<file path="src/rtl/alarm_sequencer.sv">
// Alarm-clock timekeeper: 1 s prescaler, HH:MM:SS counter, time/alarm set and alarm FSM.
// Optional hourly chime is compiled in when HOUR_CHIME_EN is defined.
module alarm_sequencer #(
    parameter int CLK_HZ     = 50_000_000,
    parameter int SNOOZE_MIN = 5,
    parameter int RING_MIN   = 1
) (
    input  logic       reloje,
    input  logic       rst_n,
    input  logic       run,
    input  logic       set_time,
    input  logic       set_alarm,
    input  logic [4:0] set_hh,
    input  logic [5:0] set_mm,
    input  logic       alarm_en,
    input  logic       snooze,
    input  logic       stop,
    output logic [4:0] hh,
    output logic [5:0] mm,
    output logic [5:0] ss,
    output logic       sec_tick,
    output logic       set_ack,
    output logic       set_err,
    output logic [1:0] alarm_state,
    output logic       buzzer
);

    localparam int PW = $clog2(CLK_HZ);
    localparam logic [PW-1:0] PRESC_MAX = PW'(CLK_HZ - 1);
    localparam logic [PW-1:0] PRESC_ONE = PW'(1);

    typedef enum logic [1:0] {
        ST_IDLE   = 2'd0,
        ST_ARMED  = 2'd1,
        ST_RING   = 2'd2,
        ST_SNOOZE = 2'd3
    } state_t;

    logic [PW-1:0] presc_q, presc_d;
    logic [4:0]    hh_q, hh_d, al_hh_q, al_hh_d;
    logic [5:0]    mm_q, mm_d, ss_q, ss_d, al_mm_q, al_mm_d;
    logic          tick_q, ack_q, ack_d, err_q, err_d;
    state_t        state_q, state_d;
    logic [5:0]    snooze_cnt_q, snooze_cnt_d, ring_cnt_q, ring_cnt_d;
    logic          buzzer_q, buzzer_d;

    logic          set_ok_s, time_load_s, alarm_load_s, tick_s, min_evt_s, hit_s;
    logic [4:0]    hh_nx_s;
    logic [5:0]    mm_nx_s;

    // Set decode, second tick and next-minute lookahead for the alarm compare
    always_comb begin
        set_ok_s     = (set_hh <= 5'd23) && (set_mm <= 6'd59);
        time_load_s  = set_time && set_ok_s;
        alarm_load_s = set_alarm && !set_time && set_ok_s;
        tick_s       = run && (presc_q == PRESC_MAX) && !time_load_s;
        min_evt_s    = tick_s && (ss_q == 6'd59);
        if (mm_q == 6'd59) begin
            mm_nx_s = 6'd0;
            hh_nx_s = (hh_q == 5'd23) ? 5'd0 : hh_q + 5'd1;
        end else begin
            mm_nx_s = mm_q + 6'd1;
            hh_nx_s = hh_q;
        end
        hit_s = min_evt_s && (hh_nx_s == al_hh_q) && (mm_nx_s == al_mm_q);
        ack_d = (set_time || set_alarm) && set_ok_s;
        err_d = (set_time || set_alarm) && !set_ok_s;
    end

    // Prescaler and time-of-day next values; a time load swallows a coincident tick
    always_comb begin
        presc_d = presc_q;
        hh_d    = hh_q;
        mm_d    = mm_q;
        ss_d    = ss_q;
        al_hh_d = al_hh_q;
        al_mm_d = al_mm_q;
        if (time_load_s) begin
            presc_d = '0;
            hh_d    = set_hh;
            mm_d    = set_mm;
            ss_d    = 6'd0;
        end else if (run) begin
            if (presc_q == PRESC_MAX) begin
                presc_d = '0;
                if (ss_q == 6'd59) begin
                    ss_d = 6'd0;
                    mm_d = mm_nx_s;
                    hh_d = hh_nx_s;
                end else begin
                    ss_d = ss_q + 6'd1;
                end
            end else begin
                presc_d = presc_q + PRESC_ONE;
            end
        end else begin
            presc_d = presc_q;
        end
        if (alarm_load_s) begin
            al_hh_d = set_hh;
            al_mm_d = set_mm;
        end else begin
            al_mm_d = al_mm_q;
        end
    end

    // Time, alarm and set-handshake registers
    always_ff @(posedge reloje or negedge rst_n) begin
        if (!rst_n) begin
            presc_q <= '0;
            hh_q    <= 5'd0;
            mm_q    <= 6'd0;
            ss_q    <= 6'd0;
            al_hh_q <= 5'd0;
            al_mm_q <= 6'd0;
            tick_q  <= 1'b0;
            ack_q   <= 1'b0;
            err_q   <= 1'b0;
        end else begin
            presc_q <= presc_d;
            hh_q    <= hh_d;
            mm_q    <= mm_d;
            ss_q    <= ss_d;
            al_hh_q <= al_hh_d;
            al_mm_q <= al_mm_d;
            tick_q  <= tick_s;
            ack_q   <= ack_d;
            err_q   <= err_d;
        end
    end

    // Alarm FSM state register with its minute counters
    always_ff @(posedge reloje or negedge rst_n) begin
        if (!rst_n) begin
            state_q      <= ST_IDLE;
            snooze_cnt_q <= 6'd0;
            ring_cnt_q   <= 6'd0;
        end else begin
            state_q      <= state_d;
            snooze_cnt_q <= snooze_cnt_d;
            ring_cnt_q   <= ring_cnt_d;
        end
    end

    // Alarm FSM next state; alarm_en low overrides everything, stop beats snooze
    always_comb begin
        state_d      = state_q;
        snooze_cnt_d = snooze_cnt_q;
        ring_cnt_d   = ring_cnt_q;
        if (!alarm_en) begin
            state_d = ST_IDLE;
        end else begin
            case (state_q)
                ST_IDLE: begin
                    state_d = ST_ARMED;
                end
                ST_ARMED: begin
                    if (hit_s) begin
                        state_d    = ST_RING;
                        ring_cnt_d = 6'(RING_MIN);
                    end else begin
                        state_d = ST_ARMED;
                    end
                end
                ST_RING: begin
                    if (stop) begin
                        state_d = ST_ARMED;
                    end else if (snooze) begin
                        state_d      = ST_SNOOZE;
                        snooze_cnt_d = 6'(SNOOZE_MIN);
                    end else if (min_evt_s) begin
                        if (ring_cnt_q <= 6'd1) begin
                            state_d = ST_ARMED;
                        end else begin
                            ring_cnt_d = ring_cnt_q - 6'd1;
                        end
                    end else begin
                        state_d = ST_RING;
                    end
                end
                ST_SNOOZE: begin
                    if (stop) begin
                        state_d = ST_ARMED;
                    end else if (min_evt_s) begin
                        if (snooze_cnt_q <= 6'd1) begin
                            state_d    = ST_RING;
                            ring_cnt_d = 6'(RING_MIN);
                        end else begin
                            snooze_cnt_d = snooze_cnt_q - 6'd1;
                        end
                    end else begin
                        state_d = ST_SNOOZE;
                    end
                end
                default: begin
                    state_d = ST_IDLE;
                end
            endcase
        end
    end

`ifdef HOUR_CHIME_EN
    localparam int CW = $clog2(CLK_HZ + 1);
    localparam logic [CW-1:0] CHIME_LEN = CW'(CLK_HZ);
    localparam logic [CW-1:0] CHIME_ONE = CW'(1);
    logic [CW-1:0] chime_cnt_q, chime_cnt_d;

    // Buzzer from next-cycle state/seconds so it lines up with the displayed time
    always_comb begin
        if (min_evt_s && (mm_q == 6'd59)) begin
            chime_cnt_d = CHIME_LEN;
        end else if (chime_cnt_q != '0) begin
            chime_cnt_d = chime_cnt_q - CHIME_ONE;
        end else begin
            chime_cnt_d = chime_cnt_q;
        end
        if (state_d == ST_RING) begin
            buzzer_d = !ss_d[0];
        end else begin
            buzzer_d = (chime_cnt_d != '0);
        end
    end

    // Chime duration counter
    always_ff @(posedge reloje or negedge rst_n) begin
        if (!rst_n) begin
            chime_cnt_q <= '0;
        end else begin
            chime_cnt_q <= chime_cnt_d;
        end
    end
`else
    // Buzzer from next-cycle state/seconds so it lines up with the displayed time
    always_comb begin
        if (state_d == ST_RING) begin
            buzzer_d = !ss_d[0];
        end else begin
            buzzer_d = 1'b0;
        end
    end
`endif

    // Buzzer register, cleared asynchronously by reset
    always_ff @(posedge reloje or negedge rst_n) begin
        if (!rst_n) begin
            buzzer_q <= 1'b0;
        end else begin
            buzzer_q <= buzzer_d;
        end
    end

    assign hh          = hh_q;
    assign mm          = mm_q;
    assign ss          = ss_q;
    assign sec_tick    = tick_q;
    assign set_ack     = ack_q;
    assign set_err     = err_q;
    assign alarm_state = state_q;
    assign buzzer      = buzzer_q;

endmodule
</file>
<file path="config.mk">
export PLATFORM = sky130hd
export DESIGN_NAME = alarm_sequencer
export DESIGN_NICKNAME = d
export VERILOG_FILES = /design/src/rtl/alarm_sequencer.sv
export SDC_FILE = /design/constraint.sdc
export NUM_CORES = 1
export LEC_CHECK = 0
export CELL_PAD_IN_SITES_DETAIL_PLACEMENT = 1
export CELL_PAD_IN_SITES_GLOBAL_PLACEMENT = 2
export CORE_MARGIN = 2
export CORE_UTILIZATION = 38
export DETAILED_ROUTE_END_ITERATION = 10
export PLACE_DENSITY = 0.9
export SLEW_MARGIN = 0
export SYNTH_ARGS = -nofsm -noshare
export SYNTH_HDL_FRONTEND = slang
export SYNTH_SLANG_ARGS = --single-unit
export TNS_END_PERCENT = 20
</file>
<file path="constraint.sdc">
create_clock -name reloje -period 4.2 [get_ports reloje]
set_input_delay 0.84 -clock reloje [delete_from_list [all_inputs] [get_ports reloje]]
set_output_delay 0.84 -clock reloje [all_outputs]
set_load 0.05 [all_outputs]
</file>
Word-level counts from Yosys, hierarchy flattened
Cells that the tools add are included.
- $add $sub $neg: 6
- magnitude comparators: 4
- equality and inequality tests: 20
- mux-type cells: 44
- reduce and logical (&&, ||, !) cells: 26
- operators by type and width (operator ; number):
    2-to-1 mux 6 bit ; 22
    2-to-1 mux 26 bit ; 3
    2-to-1 mux 5 bit ; 6
    adder 26 x 1 -> 26 bit, second input constant ; 1
    equality test 26 bit, second input constant ; 1
    != test 2 bit, second input constant ; 10
    2-to-1 mux 2 bit ; 9
    case mux 6 bit (3 select lines) ; 1
    adder 6 x 1 -> 6 bit, second input constant ; 2
    equality test 6 bit, second input constant ; 2
    less-or-equal comparator 6 x 1 -> 1 bit, second input constant ; 2
    case mux 6 bit (2 select lines) ; 1
    subtractor 6 x 1 -> 6 bit, second input constant ; 2
    logical AND 1 bit ; 11
    AND reduction 10 bit ; 1
    case mux 2 bit (4 select lines) ; 1
    nonzero test 2 bit ; 4
    AND reduction 7 bit ; 1
    equality test 2 bit, second input constant ; 3
    equality test 6 bit ; 1
    less-or-equal comparator 6 bit, second input constant ; 1
    adder 5 x 1 -> 5 bit, second input constant ; 1
    equality test 5 bit ; 1
    equality test 5 bit, second input constant ; 1
    other kinds (9) ; 12
- flip-flop bits (word level): 72
- input bits: 19
- output and inout bits: 23
- logic and storage cells: 114

Depth between registers and ports, before layout
- word-level depth: 13
- mapped depth: 10
- mapped depth without buffers: 8

Least setup slack after synthesis
Ideal clock, no wire load.
- path type: flip-flop to flip-flop
- from: reg mm_q[0], in the netlist mm[0]
- to: reg ring_cnt_q[0]
- setup time: 0.066 ns
- arrival time: 3.004 ns
- data required time: 4.134 ns
- slack: 1.130 ns
- stages on the path, launching flop included: 10
- buffers on the path: 1
- period minus slack after synthesis: 3.070 ns
- cell sequence: dfrtp_1 > ha_1 > buf_2 > and4b_1 > nand2_1 > or4b_1 > a2111oi_0 > nand4_1 > a21oi_1 > mux2_2
- cells in the longest elaborated chain, start to end: 7
- elaborated cells on any way between the ends: 10
- classes of those cells: add/sub (1); eq/ne (4); mux (2); reduce/logical (3)
- ends and longest elaborated chain (what ; line ; source):
    start: declaration ; 41 ; logic [5:0] mm_q, mm_d, ss_q, ss_d, al_mm_q, al_mm_d;
    start signal: assignment ; 122 ; mm_q <= mm_d;
    parallel branches: the longest is 4 deep, another holds adder 6 x 1 -> 6 bit ; n/a ;
    logical AND 1 bit * ; 65 ; hit_s = min_evt_s && (hh_nx_s == al_hh_q) && (mm_nx_s == al_mm_q);
    != test 2 bit (no source line) * ; n/a ;
    AND reduction 10 bit (no source line) * ; n/a ;
    end signal: assignment ; 141 ; ring_cnt_q <= ring_cnt_d;
    end: declaration ; 44 ; logic [5:0] snooze_cnt_q, snooze_cnt_d, ring_cnt_q, ring_cnt_d;
Every way passes the cells marked *.
A chain may end at the register's enable or synchronous reset.

Worst setup path after layout
Same ends and word-level chain as after synthesis.

==> flow_summary.json <==
{
  "status": "finished, final reports clean",
  "cts_resized": 0,
  "drive_gt1_share_pct": 10.8,
  "timing.fmax_mhz": 283,
  "ys_top_cells_by_area": "dfrtp_1 42%, o21ai_0 5.9%, nand2_1 4.1%",
  "cp.required_ns": 4.51,
  "r2r_cells": 8,
  "core-area_mm2": 0.0109,
  "dp_hpwl_mm": 8.55,
  "rsz0062_at_grt": "false",
  "holdPathEnd": "ss[5]$_DFFE_PN0P_",
  "grt_pass1_vias": 3941,
  "combPwrFrac_pct": 26.0,
  "syn-instance-count": 482,
  "avgSynthCellArea_um2": 8.86,
  "synth_top_cell_by_area": "dfrtp_1",
  "start_util_pct": 39.2,
  "synth_area_mm2": 0.00427,
  "path_class": "reg2reg",
  "crit_chain": "ha_1 > and4b_1 > nand2_1 > or4b_1 > a2111oi_0 > nand4_1 > a21oi_1 > mux2_2",
  "worst_pin_slew_ns": 0.965,
  "p_switching_mw": 0.726,
  "postRouteAntennaNets": 0,
  "h-tree-depth": 3,
  "die_h_um": 110,
  "slowest_delay_ns": 0.55,
  "power_frac_seq_pct": 42.8,
  "io_buffers": 41,
  "grt_antenna_before_repair": 0,
  "hold_depth": 1,
  "maxCapViolations": 0,
  "clk_pin_slew_ns": 0.08,
  "crit_fanout": 9,
  "yosysMostFrequentCell": "dfrtp_1",
  "ys_top_cells_by_count": "72 x dfrtp_1, 50 x o21ai_0, 47 x nand2_1",
  "first_iter_violations": 164,
  "yosys.area.top_type_share_pct": 42.2,
  "finalCriticalPeriod_ns": 3.53,
  "crit_arrival_ns": 3.83,
  "cts_root_buf": "clkbuf_8",
  "numClockSinks": 72,
  "slew-limit-headroom_pct": 35.7,
  "yosysWarnings": 0,
  "synth_enable_flop_cells": 0,
  "clock_latency_ns": 0.36,
  "r2r_slack_ns": 0.67,
  "syn_to_final_growth_pct": 17.8,
  "postCtsSetupRepairBufs": 0,
  "finish.net_count": 548,
  "drc": 0,
  "cp_slowest_cell": "or4b_1",
  "tns_ns": 0,
  "synth-seq-cells": 72,
  "switching_share_pct": 35.1,
  "dr.pass1.iters": 4,
  "yosysSeqAreaShare_pct": 42.2,
  "ios": 42,
  "ys.flop_type": "dfrtp_1",
  "synth_nets": 509,
  "grt_pass1_wl_mm": 19.7,
  "track_usage_pct": 21.2,
  "place_congestion": 0.851,
  "power_leakage_nw": 2.01,
  "hold_buffers": 0,
  "die_w_um": 110,
  "rows": 38,
  "die-area_mm2": 0.0121,
  "period_share_pct": 84.0,
  "grt-ovfl-total": 0,
  "drt_wl_total_mm": 11.8,
  "cts_buffer_depth": 2,
  "numCtsBuffers": 9,
  "final_max_slew_viol_count": 0,
  "p_int_mw": 1.34,
  "hold_path.class": "reg2reg",
  "setup_viol": 0,
  "hold_viol": 0,
  "rr_startpoint": "mm[0]$_DFFE_PN0P_",
  "grt_start_max_net_pins": 73,
  "cp-start-kind": "flip-flop",
  "wl_per_cell_um": 17.8,
  "end_kind": "flip-flop",
  "min_from": "ss[5]$_DFFE_PN0P_",
  "synth_cell_type_count": 65,
  "via_per_inst": 5.68,
  "whs_ns": 0.520,
  "async_reset_ff_share_pct": 100,
  "n_antenna_cell": 0,
  "skew_ns": 0.0112,
  "reg2reg_to": "ring_cnt_q[0]$_DFFE_PN0P_",
  "irDropWorstVdd_uv": 222,
  "powerDensity_mw_per_mm2": 411,
  "clkPwrFrac_pct": 31.2,
  "cts_tree": "done",
  "vias": 3782
}
[cell usage in the layout (no fill, tap or decap), types with 6 or more instances in the layout]
master / Yosys / final
ha_1: 8 / 8
and3_1: 8 / 8
clkdlybuf4s50_1: 0 / 40
nand3_1: 23 / 23
xor2_1: 11 / 11
clkbuf_8: 0 / 11
nor3_1: 14 / 14
a21oi_1: 23 / 23
o22ai_1: 8 / 8
buf_4: 0 / 6
dfrtp_1: 72 / 72
o21ai_1: 6 / 6
inv_1: 17 / 17
nand2_1: 47 / 47
o31ai_1: 9 / 9
nor2b_1: 6 / 6
and2_1: 8 / 8
o21ai_0: 50 / 50
nor2_1: 40 / 40
nand4_1: 17 / 17
mux2_2: 13 / 13
[power by group through the flow]
stage          Sequential (mW)  Combinational, mW  Clock [mW]
4_1_cts                  0.885              0.543       0.660
5_1_grt                  0.902              0.590       0.686
3_3_place_gp             0.889              0.527           0
3_5_place_dp             0.898              0.541           0
6_report                 0.885              0.539       0.646
2_1_floorplan            0.959              0.277           0
[final cells by class]
type,instances,area [um2]
fillers,1276,5860
inverters,17,63.8
clock buffers,11,151
flip-flops and latches,72,1800
clock inverters,5,78.8
repair buffers,47,450
well taps,140,175
multi-input cells,374,2310
[how the worst max path moves through the flow]
stage,startpoint,to,slack (ns),cells after the start
floorplan,mm[0]$_DFFE_PN0P_,ring_cnt_q[0]$_DFFE_PN0P_,1.13,9
global placement,run,snooze_cnt_q[4]$_DFFE_PN0P_,0.71,8
detailed placement,run,snooze_cnt_q[4]$_DFFE_PN0P_,0.57,8
CTS,mm[0]$_DFFE_PN0P_,ring_cnt_q[0]$_DFFE_PN0P_,0.73,8
global route,mm[0]$_DFFE_PN0P_,ring_cnt_q[0]$_DFFE_PN0P_,0.47,8
finish,mm[0]$_DFFE_PN0P_,ring_cnt_q[0]$_DFFE_PN0P_,0.67,8
[stage by stage]
stage | instances | area, um2 | power (mW) | utilization, % | setup slack, ns
6_report | 666 | 5030 | 2.07 | 46.2 | 0.672
5_1_grt | 666 | 5030 | 2.18 | 46.2 | 0.474
4_1_cts | 666 | 5030 | 2.09 | 46.2 | 0.729
3_5_place_dp | 650 | 4800 | 1.44 | 44.1 | 0.571
3_3_place_gp | 650 | 4800 | 1.42 | 44.1 | 0.710
2_1_floorplan | 482 | 4270 | 1.24 | - | 1.13
[cell families after synthesis]
logic type / share of synthesized area [%]
compound gates: 18.0
xor+xnor: 3.28
fa+ha+maj: 2.34
buf+inv: 3.75
flops: 42.2
mux: 4.60
simple gates: 25.9
[layer usage]
metal,vias to the layer above,global-route usage (%),part of all wire [%]
met5,-,0,0
met4,0,8.41,1.5
met3,13,2.82,2.4
met2,43,36.1,49
met1,1889,27.1,47
li1,1837,-,-
[state kept, by name (all words and copies together), names as in the netlist]
name          count
snooze_cnt_q      6
ss                6
sec_tick          1
hh                5
ring_cnt_q        6
set_err           1
al_hh_q           5
set_ack           1
mm                6
al_mm_q           6
alarm_state       2
presc_q          26
buzzer            1
[critical path: cells and delay by family, from the launching register on]
kind | cells | cell delay [ns]
AO/OA/AOI/OAI | 2 | 1.00
adder cells (fa/ha/maj) | 1 | 0.42
AND/OR/NAND/NOR | 4 | 1.28
flip-flops | 1 | 0.51
multiplexers | 1 | 0.25
Power figures use the tool's default switching activity.
